### src/rtl/jtag_dr_scan_ctrl_if.sv
// Bundles the TAP strobes, serial data and solver handshake seen by jtag_dr_scan_ctrl.
// slave = the scan controller, master = the BSCAN/solver side driving it.
interface jtag_dr_scan_ctrl_if #(
  parameter int BYTE_WIDTH   = 8,
  parameter int RESULT_WIDTH = 32
);
  logic                    tdi;
  logic                    tdo;
  logic                    ir_is_user;
  logic                    capture_dr;
  logic                    shift_dr;
  logic                    update_dr;
  logic [BYTE_WIDTH-1:0]   byte_data;
  logic                    byte_valid;
  logic                    byte_ready;
  logic [RESULT_WIDTH-1:0] result;
  logic                    result_valid;
  logic                    overflow;
  logic                    len_error;

  modport slave (
    input  tdi, ir_is_user, capture_dr, shift_dr, update_dr,
    input  byte_ready, result, result_valid,
    output tdo, byte_data, byte_valid, overflow, len_error
  );

  modport master (
    output tdi, ir_is_user, capture_dr, shift_dr, update_dr,
    output byte_ready, result, result_valid,
    input  tdo, byte_data, byte_valid, overflow, len_error
  );
endinterface

### src/rtl/jtag_dr_scan_ctrl.sv
// USER DR scan sequencer: classifies each scan by length into byte delivery or result readback.
// Define JTAG_DR_SCAN_CTRL_STATS_EN to add the byte_count / scan_count statistics outputs.
module jtag_dr_scan_ctrl #(
  parameter int BYTE_WIDTH   = 8,
  parameter int RESULT_WIDTH = 32
) (
  input  logic                 tck,
  input  logic                 rst_n,
  jtag_dr_scan_ctrl_if.slave   bus
`ifdef JTAG_DR_SCAN_CTRL_STATS_EN
  ,
  output logic [31:0]          byte_count,
  output logic [15:0]          scan_count
`endif
);

  localparam int CNT_W = $clog2(RESULT_WIDTH + 2);
  localparam logic [CNT_W-1:0] CNT_SAT  = CNT_W'(RESULT_WIDTH + 1);
  localparam logic [CNT_W-1:0] CNT_BYTE = CNT_W'(BYTE_WIDTH);
  localparam logic [CNT_W-1:0] CNT_RES  = CNT_W'(RESULT_WIDTH);

  typedef enum logic [1:0] {IDLE, CAPTURED, SHIFTING, DONE} state_t;

  state_t                  state;
  state_t                  state_nxt;
  logic [RESULT_WIDTH-1:0] shreg;
  logic [CNT_W-1:0]        bit_cnt;
  logic [BYTE_WIDTH-1:0]   byte_data_q;
  logic                    byte_valid_q;
  logic                    overflow_q;
  logic                    len_error_q;

  logic in_scan;
  logic do_load;
  logic do_shift;
  logic do_update;
  logic byte_hit;
  logic byte_accept;
  logic len_bad;

  assign bus.tdo        = shreg[0];
  assign bus.byte_data  = byte_data_q;
  assign bus.byte_valid = byte_valid_q;
  assign bus.overflow   = overflow_q;
  assign bus.len_error  = len_error_q;

  // A capture always wins so a capture mid-scan restarts cleanly; update beats shift.
  always_comb begin
    in_scan     = (state == CAPTURED) || (state == SHIFTING);
    do_load     = bus.ir_is_user && bus.capture_dr;
    do_update   = bus.ir_is_user && !bus.capture_dr && bus.update_dr && in_scan;
    do_shift    = bus.ir_is_user && !bus.capture_dr && !bus.update_dr && bus.shift_dr && in_scan;
    byte_hit    = do_update && (bit_cnt == CNT_BYTE);
    byte_accept = byte_hit && (!byte_valid_q || bus.byte_ready);
    len_bad     = do_update && (bit_cnt != '0) && (bit_cnt != CNT_BYTE) && (bit_cnt != CNT_RES);

    state_nxt = state;
    if (!bus.ir_is_user)   state_nxt = IDLE;
    else if (do_load)      state_nxt = CAPTURED;
    else if (do_update)    state_nxt = DONE;
    else if (do_shift)     state_nxt = SHIFTING;
    else if (state == DONE) state_nxt = IDLE;
  end

  always_ff @(posedge tck or negedge rst_n) begin
    if (!rst_n) state <= IDLE;
    else        state <= state_nxt;
  end

  always_ff @(posedge tck or negedge rst_n) begin
    if (!rst_n) begin
      shreg   <= '0;
      bit_cnt <= '0;
    end else if (do_load) begin
      shreg   <= bus.result_valid ? bus.result : '0;
      bit_cnt <= '0;
    end else if (do_shift) begin
      shreg   <= {bus.tdi, shreg[RESULT_WIDTH-1:1]};
      if (bit_cnt != CNT_SAT) bit_cnt <= bit_cnt + 1'b1;
    end
  end

  // The first bit shifted ends up lowest in the top BYTE_WIDTH bits, i.e. LSB-first.
  always_ff @(posedge tck or negedge rst_n) begin
    if (!rst_n) begin
      byte_data_q  <= '0;
      byte_valid_q <= 1'b0;
      overflow_q   <= 1'b0;
      len_error_q  <= 1'b0;
    end else begin
      if (byte_accept) begin
        byte_data_q  <= shreg[RESULT_WIDTH-1 -: BYTE_WIDTH];
        byte_valid_q <= 1'b1;
      end else if (byte_valid_q && bus.byte_ready) begin
        byte_valid_q <= 1'b0;
      end
      if (byte_hit && !byte_accept) overflow_q  <= 1'b1;
      if (len_bad)                  len_error_q <= 1'b1;
    end
  end

`ifdef JTAG_DR_SCAN_CTRL_STATS_EN
  always_ff @(posedge tck or negedge rst_n) begin
    if (!rst_n) begin
      byte_count <= '0;
      scan_count <= '0;
    end else begin
      if (byte_accept) byte_count <= byte_count + 32'd1;
      if (do_update)   scan_count <= scan_count + 16'd1;
    end
  end
`endif

endmodule

### src/flat_wrapper.sv
// flat-port wrapper written by rule: the top's interface ports become plain ports
module jtag_dr_scan_ctrl_flat 
#(
  parameter int BYTE_WIDTH   = 8,
  parameter int RESULT_WIDTH = 32
)
  (tck, rst_n, bus_tdi, bus_ir_is_user, bus_capture_dr, bus_shift_dr, bus_update_dr, bus_byte_ready, bus_result, bus_result_valid, bus_tdo, bus_byte_data, bus_byte_valid, bus_overflow, bus_len_error);
  jtag_dr_scan_ctrl_if #(.BYTE_WIDTH(BYTE_WIDTH), .RESULT_WIDTH(RESULT_WIDTH)) bus_i ();
  input  logic tck;
  input  logic rst_n;
  input wire logic [$bits(bus_i.tdi)-1:0] bus_tdi;
  input wire logic [$bits(bus_i.ir_is_user)-1:0] bus_ir_is_user;
  input wire logic [$bits(bus_i.capture_dr)-1:0] bus_capture_dr;
  input wire logic [$bits(bus_i.shift_dr)-1:0] bus_shift_dr;
  input wire logic [$bits(bus_i.update_dr)-1:0] bus_update_dr;
  input wire logic [$bits(bus_i.byte_ready)-1:0] bus_byte_ready;
  input wire logic [$bits(bus_i.result)-1:0] bus_result;
  input wire logic [$bits(bus_i.result_valid)-1:0] bus_result_valid;
  output wire logic [$bits(bus_i.tdo)-1:0] bus_tdo;
  output wire logic [$bits(bus_i.byte_data)-1:0] bus_byte_data;
  output wire logic [$bits(bus_i.byte_valid)-1:0] bus_byte_valid;
  output wire logic [$bits(bus_i.overflow)-1:0] bus_overflow;
  output wire logic [$bits(bus_i.len_error)-1:0] bus_len_error;
  assign bus_i.tdi = bus_tdi;
  assign bus_i.ir_is_user = bus_ir_is_user;
  assign bus_i.capture_dr = bus_capture_dr;
  assign bus_i.shift_dr = bus_shift_dr;
  assign bus_i.update_dr = bus_update_dr;
  assign bus_i.byte_ready = bus_byte_ready;
  assign bus_i.result = bus_result;
  assign bus_i.result_valid = bus_result_valid;
  assign bus_tdo = bus_i.tdo;
  assign bus_byte_data = bus_i.byte_data;
  assign bus_byte_valid = bus_i.byte_valid;
  assign bus_overflow = bus_i.overflow;
  assign bus_len_error = bus_i.len_error;
  jtag_dr_scan_ctrl #(.BYTE_WIDTH(BYTE_WIDTH), .RESULT_WIDTH(RESULT_WIDTH)) u_core (.tck(tck), .rst_n(rst_n), .bus(bus_i));
endmodule
### config.mk
export PLATFORM = sky130hd
export DESIGN_NAME = jtag_dr_scan_ctrl_flat
export DESIGN_NICKNAME = d
export VERILOG_FILES = /design/src/rtl/jtag_dr_scan_ctrl_if.sv /design/src/rtl/jtag_dr_scan_ctrl.sv /design/src/flat_wrapper.sv
export SDC_FILE = /design/constraint.sdc
export NUM_CORES = 1
export LEC_CHECK = 0
export CORE_MARGIN = 1.5
export CORE_UTILIZATION = 40
export DETAILED_ROUTE_END_ITERATION = 12
export PLACE_DENSITY = 0.73
export SKIP_LAST_GASP = 1
export SYNTH_ARGS = -nofsm -noshare
export SYNTH_HDL_FRONTEND = slang
export SYNTH_SLANG_ARGS = --single-unit
export TNS_END_PERCENT = 1
### constraint.sdc
create_clock -name tck -period 2.7 [get_ports tck]
set_input_delay 0.405 -clock tck [delete_from_list [all_inputs] [get_ports tck]]
set_output_delay 0.405 -clock tck [all_outputs]
set_load 0.05 [all_outputs]
Word level (Yosys, flattened, before mapping) --
Cells that the tools add are included. W data, S select, Z words.
Cells by class: $add $sub $neg 1, multipliers 0, div/mod/pow operators 0, order comparisons 0, equal/unequal tests 8, shift operators 0, muxes and demuxes 13, bitwise gates (word level) 0, reduce and logical (&&, ||, !) cells 25
Operators by type and width (number):
- $mux W32 | 3
- $mux W6 | 3
- $logic_and A1 B1 Y1 | 14
- $ne A6 B6 Y1 const B | 2
- $mux W2 | 5
- $add A6 B1 Y6 const B | 1
- $eq A6 B4 Y1 const B | 1
- $ne A6 B4 Y1 const B | 1
- $reduce_bool A2 Y1 | 3
- $reduce_bool A6 Y1 | 1
- $ne A5 B1 Y1 const B | 1
- $eq A2 B2 Y1 const B | 2
- $logic_not A1 Y1 | 4
- $eq A2 B1 Y1 const B | 1
- $logic_or A1 B1 Y1 | 2
- $mux W1 | 2
- $reduce_and A2 Y1 | 1
Storage, ports and cells: register bits 51, bits in latches 0, bits in writable memories 0, ROM bits 0, logic and storage cells 54, memories 0

Logic depth before layout (Yosys ltp) --
depth after elaboration 9, mapped depth 7, depth with buffers taken out 6

Worst setup path before layout --
OpenSTA, ideal clock, no wires.
path type register to register, start point reg u_core.bit_cnt[0], end point reg u_core.byte_data_q[0] (netlist: u_core.bus.byte_data[0]), arrival time 1991 ps, required time 2575 ps, slack 583 ps, cell stages (with the launch flop) 8, clock period less this slack 2117 ps, cell sequence dfrtp_1 -> inv_1 -> ha_1 -> or3b_1 -> or4b_4 -> nand2b_4 -> buf_6 -> mux2_4
Between the ends: cells in the longest elaborated chain, start to end 3
RTL lines:
- start, declared | RTL line jtag_dr_scan_ctrl.sv:27 | logic [CNT_W-1:0] bit_cnt;
- start signal, assigned | RTL line jtag_dr_scan_ctrl.sv:79 | if (bit_cnt != CNT_SAT) bit_cnt <= bit_cnt + 1'b1;
- $eq A6 B4 Y1 | RTL line jtag_dr_scan_ctrl.sv:53 | byte_hit = do_update && (bit_cnt == CNT_BYTE);
- $logic_and A1 B1 Y1 | RTL line jtag_dr_scan_ctrl.sv:53
- $logic_and A1 B1 Y1 | RTL line jtag_dr_scan_ctrl.sv:54 | byte_accept = byte_hit && (!byte_valid_q || bus.byte_ready);
- end signal, assigned | RTL line jtag_dr_scan_ctrl.sv:92 | byte_data_q <= shreg[RESULT_WIDTH-1 -: BYTE_WIDTH];
- end, declared | RTL line jtag_dr_scan_ctrl.sv:28 | logic [BYTE_WIDTH-1:0] byte_data_q;
No other way between the ends. A chain may end at the register's enable or synchronous reset.

Worst setup path after layout --
start point reg u_core.bit_cnt[0], end point reg u_core.byte_data_q[2] (netlist: u_core.bus.byte_data[2])
The elaborated chain is that of the path after synthesis.

==> metrics.cfg <==
[outcome]
status=finished, final reports clean

[min_path]
hp-class=in2async

[synthesis]
synth-edff-count=0
syn_area_per_cell_um2=10.4
ys_seq_elements=51
synth_cells=221
synth_simple_gate_area_share_pct=17.5
synth.cell_area_um2=2300
synth_mux_area_share_pct=5.72
synth_area_leaders=dfrtp_1, nand2_1, a22oi_1
synth_top_cell_by_area=dfrtp_1
synth_xor_area_share_pct=1.14
synth-adder-area-share_pct=2.18
ys_seq_area_share_pct=55.5
synth-compound-area-share_pct=15.3
ys.flop_type=dfrtp_1
async_reset_ff_share_pct=100
yosys_warnings=0
synth_top_area_share_pct=55.5
ys_types=33
synth_top_family_by_area=simple AND/OR/NAND/NOR gates
syn-num-nets=266

[power_and_ir_drop]
leakage_nw=1.46
power.density_nw_per_um2=540
ir_drop_uv=247

[die]
placementRows=27
die_x_um=78.8
start_util_pct=41.5
die_area_um2=6210
core-area_um2=5540
die_h_um=78.8
io_pins=53

[timing]
rsz0062_at_grt=false
max_slew_margin_pct=60.4
fin_skew_ns=0.0119
setup_tns_ns=0
hold_viol_final=0
worst_slew_pin_slew_ns=0.594
slew_violations=0
fin_crit_sh_pct=80.5
fin_crit_ns=2.17
max_freq_ghz=0.460
setup-violations-final=0

[grt]
antenna_found_initial=0
grt_max_degree=27
grt_usage_pct=16.9
grt_pass1_wl_mm=8.19
grt_pass1_vias=1787
grt.overflow.total=0

[cts]
clk_pin_slew_ns=0.10
cts-root-buf=clkbuf_8
post_cts_buffers=0
ctsHoldBuffers=0
clk_latency_ns=0.30
htreeDepth=2
clock_path_buffers=2
numCtsBuffers=5
cts_sinks=51
ctsResizeCount=0
tritoncts=yes

[setup_path]
reg2reg_to=u_core.bus.byte_data[2]
r2r_cells=6
cp.arrival_ns=2.37
path_max_fanout=8
reg2reg_from=u_core.bit_cnt[0]
startpoint_type=register
critPathKind=reg2reg
critPathRequiredTime_ns=2.89
endpoint_kind=register
rrSetupSlack_ns=0.53

[finish]
drive_above_1_share_pct=10.5
area_delta_synth_final_pct=31.5
regArea_um2=1280
multi_input_area_um2=968
fillers=509
post-route-util_pct=54.6
nets=321
diodes=0

[detailed_routing]
finalWirelength_mm=4.85
num_vias=1821
routedWlPerCell_um=13.9
drt_pre_antenna_iters=4
drt_iter0_drc=145
drc=0
vias_per_cell=5.22
final_antenna_net_count=0

[placed_design]
io_buffers=52
gp_congestion=0.772
dp_hpwl_mm=3.54

[run]
drv_cap=0

where the power goes:
| part | switching [mW] | internal [mW] |
|---|---|---|
| combinational | 0.121 | 0.109 |
| clock | 0.248 | 0.276 |
| sequential | 0.0447 | 0.832 |
| total | 0.414 | 1.22 |
state kept, by name (all words and copies together) (netlist names):
register	count
u_core.bus.byte_valid	1
u_core.bus.len_error	1
u_core.state	2
u_core.bus.byte_data	8
u_core.bit_cnt	6
u_core.shreg	32
u_core.bus.overflow	1
layout make-up:
class / count / area share (%)
Clock buffer: 5 / 2.28
Timing Repair Buffer: 58 / 18.5
Sequential cell: 51 / 42.2
Clock inverter: 3 / 1.45
Multi-Input combinational cell: 156 / 32.0
Inverter: 4 / 0.497
Tap cell: 72 / 2.98
layout by cell type (no fill, tap or decap), types with 2 or more instances in the layout:
cell type / instances
a21oi_1: 16
a22o_1: 2
a22oi_1: 26
and3_1: 2
buf_4: 6
clkbuf_8: 5
clkdlybuf4s50_1: 51
dfrtp_1: 51
ha_1: 4
inv_1: 4
mux2_4: 8
nand2_1: 63
nand2b_1: 3
nand3_1: 7
nor2_1: 2
o21bai_1: 2
xor2_1: 2
how the worst max path moves through the flow:
stage                      startpoint                       to  slack, ns  cells after the start
floorplan           u_core.bit_cnt[0]  u_core.bus.byte_data[0]       0.58                      7
global placement       bus_ir_is_user  u_core.bus.byte_data[0]       0.31                      5
detailed placement     bus_ir_is_user  u_core.bus.byte_data[2]       0.24                      5
CTS                 u_core.bit_cnt[0]  u_core.bus.byte_data[2]       0.50                      6
global route        u_core.bit_cnt[0]  u_core.bus.byte_data[2]       0.45                      6
finish              u_core.bit_cnt[0]  u_core.bus.byte_data[2]       0.53                      6
worst max-delay path, stage by stage, from the launching register on:
cell,delay [ns]
dfrtp_1,0.43
inv_1,0.07
ha_1,0.13
or3b_1,0.38
or4b_4,0.51
nand2b_4,0.23
mux2_4,0.32
per-stage QoR:
stage	setup WS (ns)	hold WS (ns)	total power [mW]	area (µm²)	instances
5_1_grt	0.449	0.129	1.73	3020	349
6_report	0.525	0.0984	1.63	3020	349
3_3_place_gp	0.306	0.440	1.12	2910	341
2_1_floorplan	0.583	0.109	0.993	2300	221
4_1_cts	0.502	0.119	1.65	3020	349
3_5_place_dp	0.244	0.447	1.12	2910	341
cells by family (layout without fill, tap and decap cells):
| logic type | after synthesis | in the layout |
|---|---|---|
| xor+xnor | 3 | 3 |
| mux | 9 | 9 |
| compound gates | 52 | 52 |
| buf+inv | 14 | 70 |
| fa+ha+maj | 4 | 4 |
| simple gates | 88 | 88 |
| flops | 51 | 51 |
synthesized netlist by cell type (2+ instances only):
| cell | instances |
|---|---|
| nand2_1 | 63 |
| dfrtp_1 | 51 |
| a22oi_1 | 26 |
| a21oi_1 | 17 |
| clkbuf_1 | 9 |
| mux2_4 | 8 |
| nand3_1 | 7 |
| ha_1 | 4 |
| inv_1 | 4 |
| nand2b_1 | 3 |
| nor2_1 | 3 |
| a22o_1 | 2 |
| and3_1 | 2 |
| o21bai_1 | 2 |
| xor2_1 | 2 |
metal layers:
| layer | global-route usage, % | vias to the layer above | wire, µm | share of wire (%) |
|---|---|---|---|---|
| li1 | - | 881 | - | - |
| met1 | 21.3 | 882 | 2100 | 43 |
| met4 | 6.79 | 0 | 84 | 1.7 |
| met5 | 0 | - | 0 | 0 |
| met2 | 28.6 | 51 | 2450 | 50 |
| met3 | 3.22 | 7 | 227 | 4.7 |
Note: power is estimated with default switching activity, not from simulation.
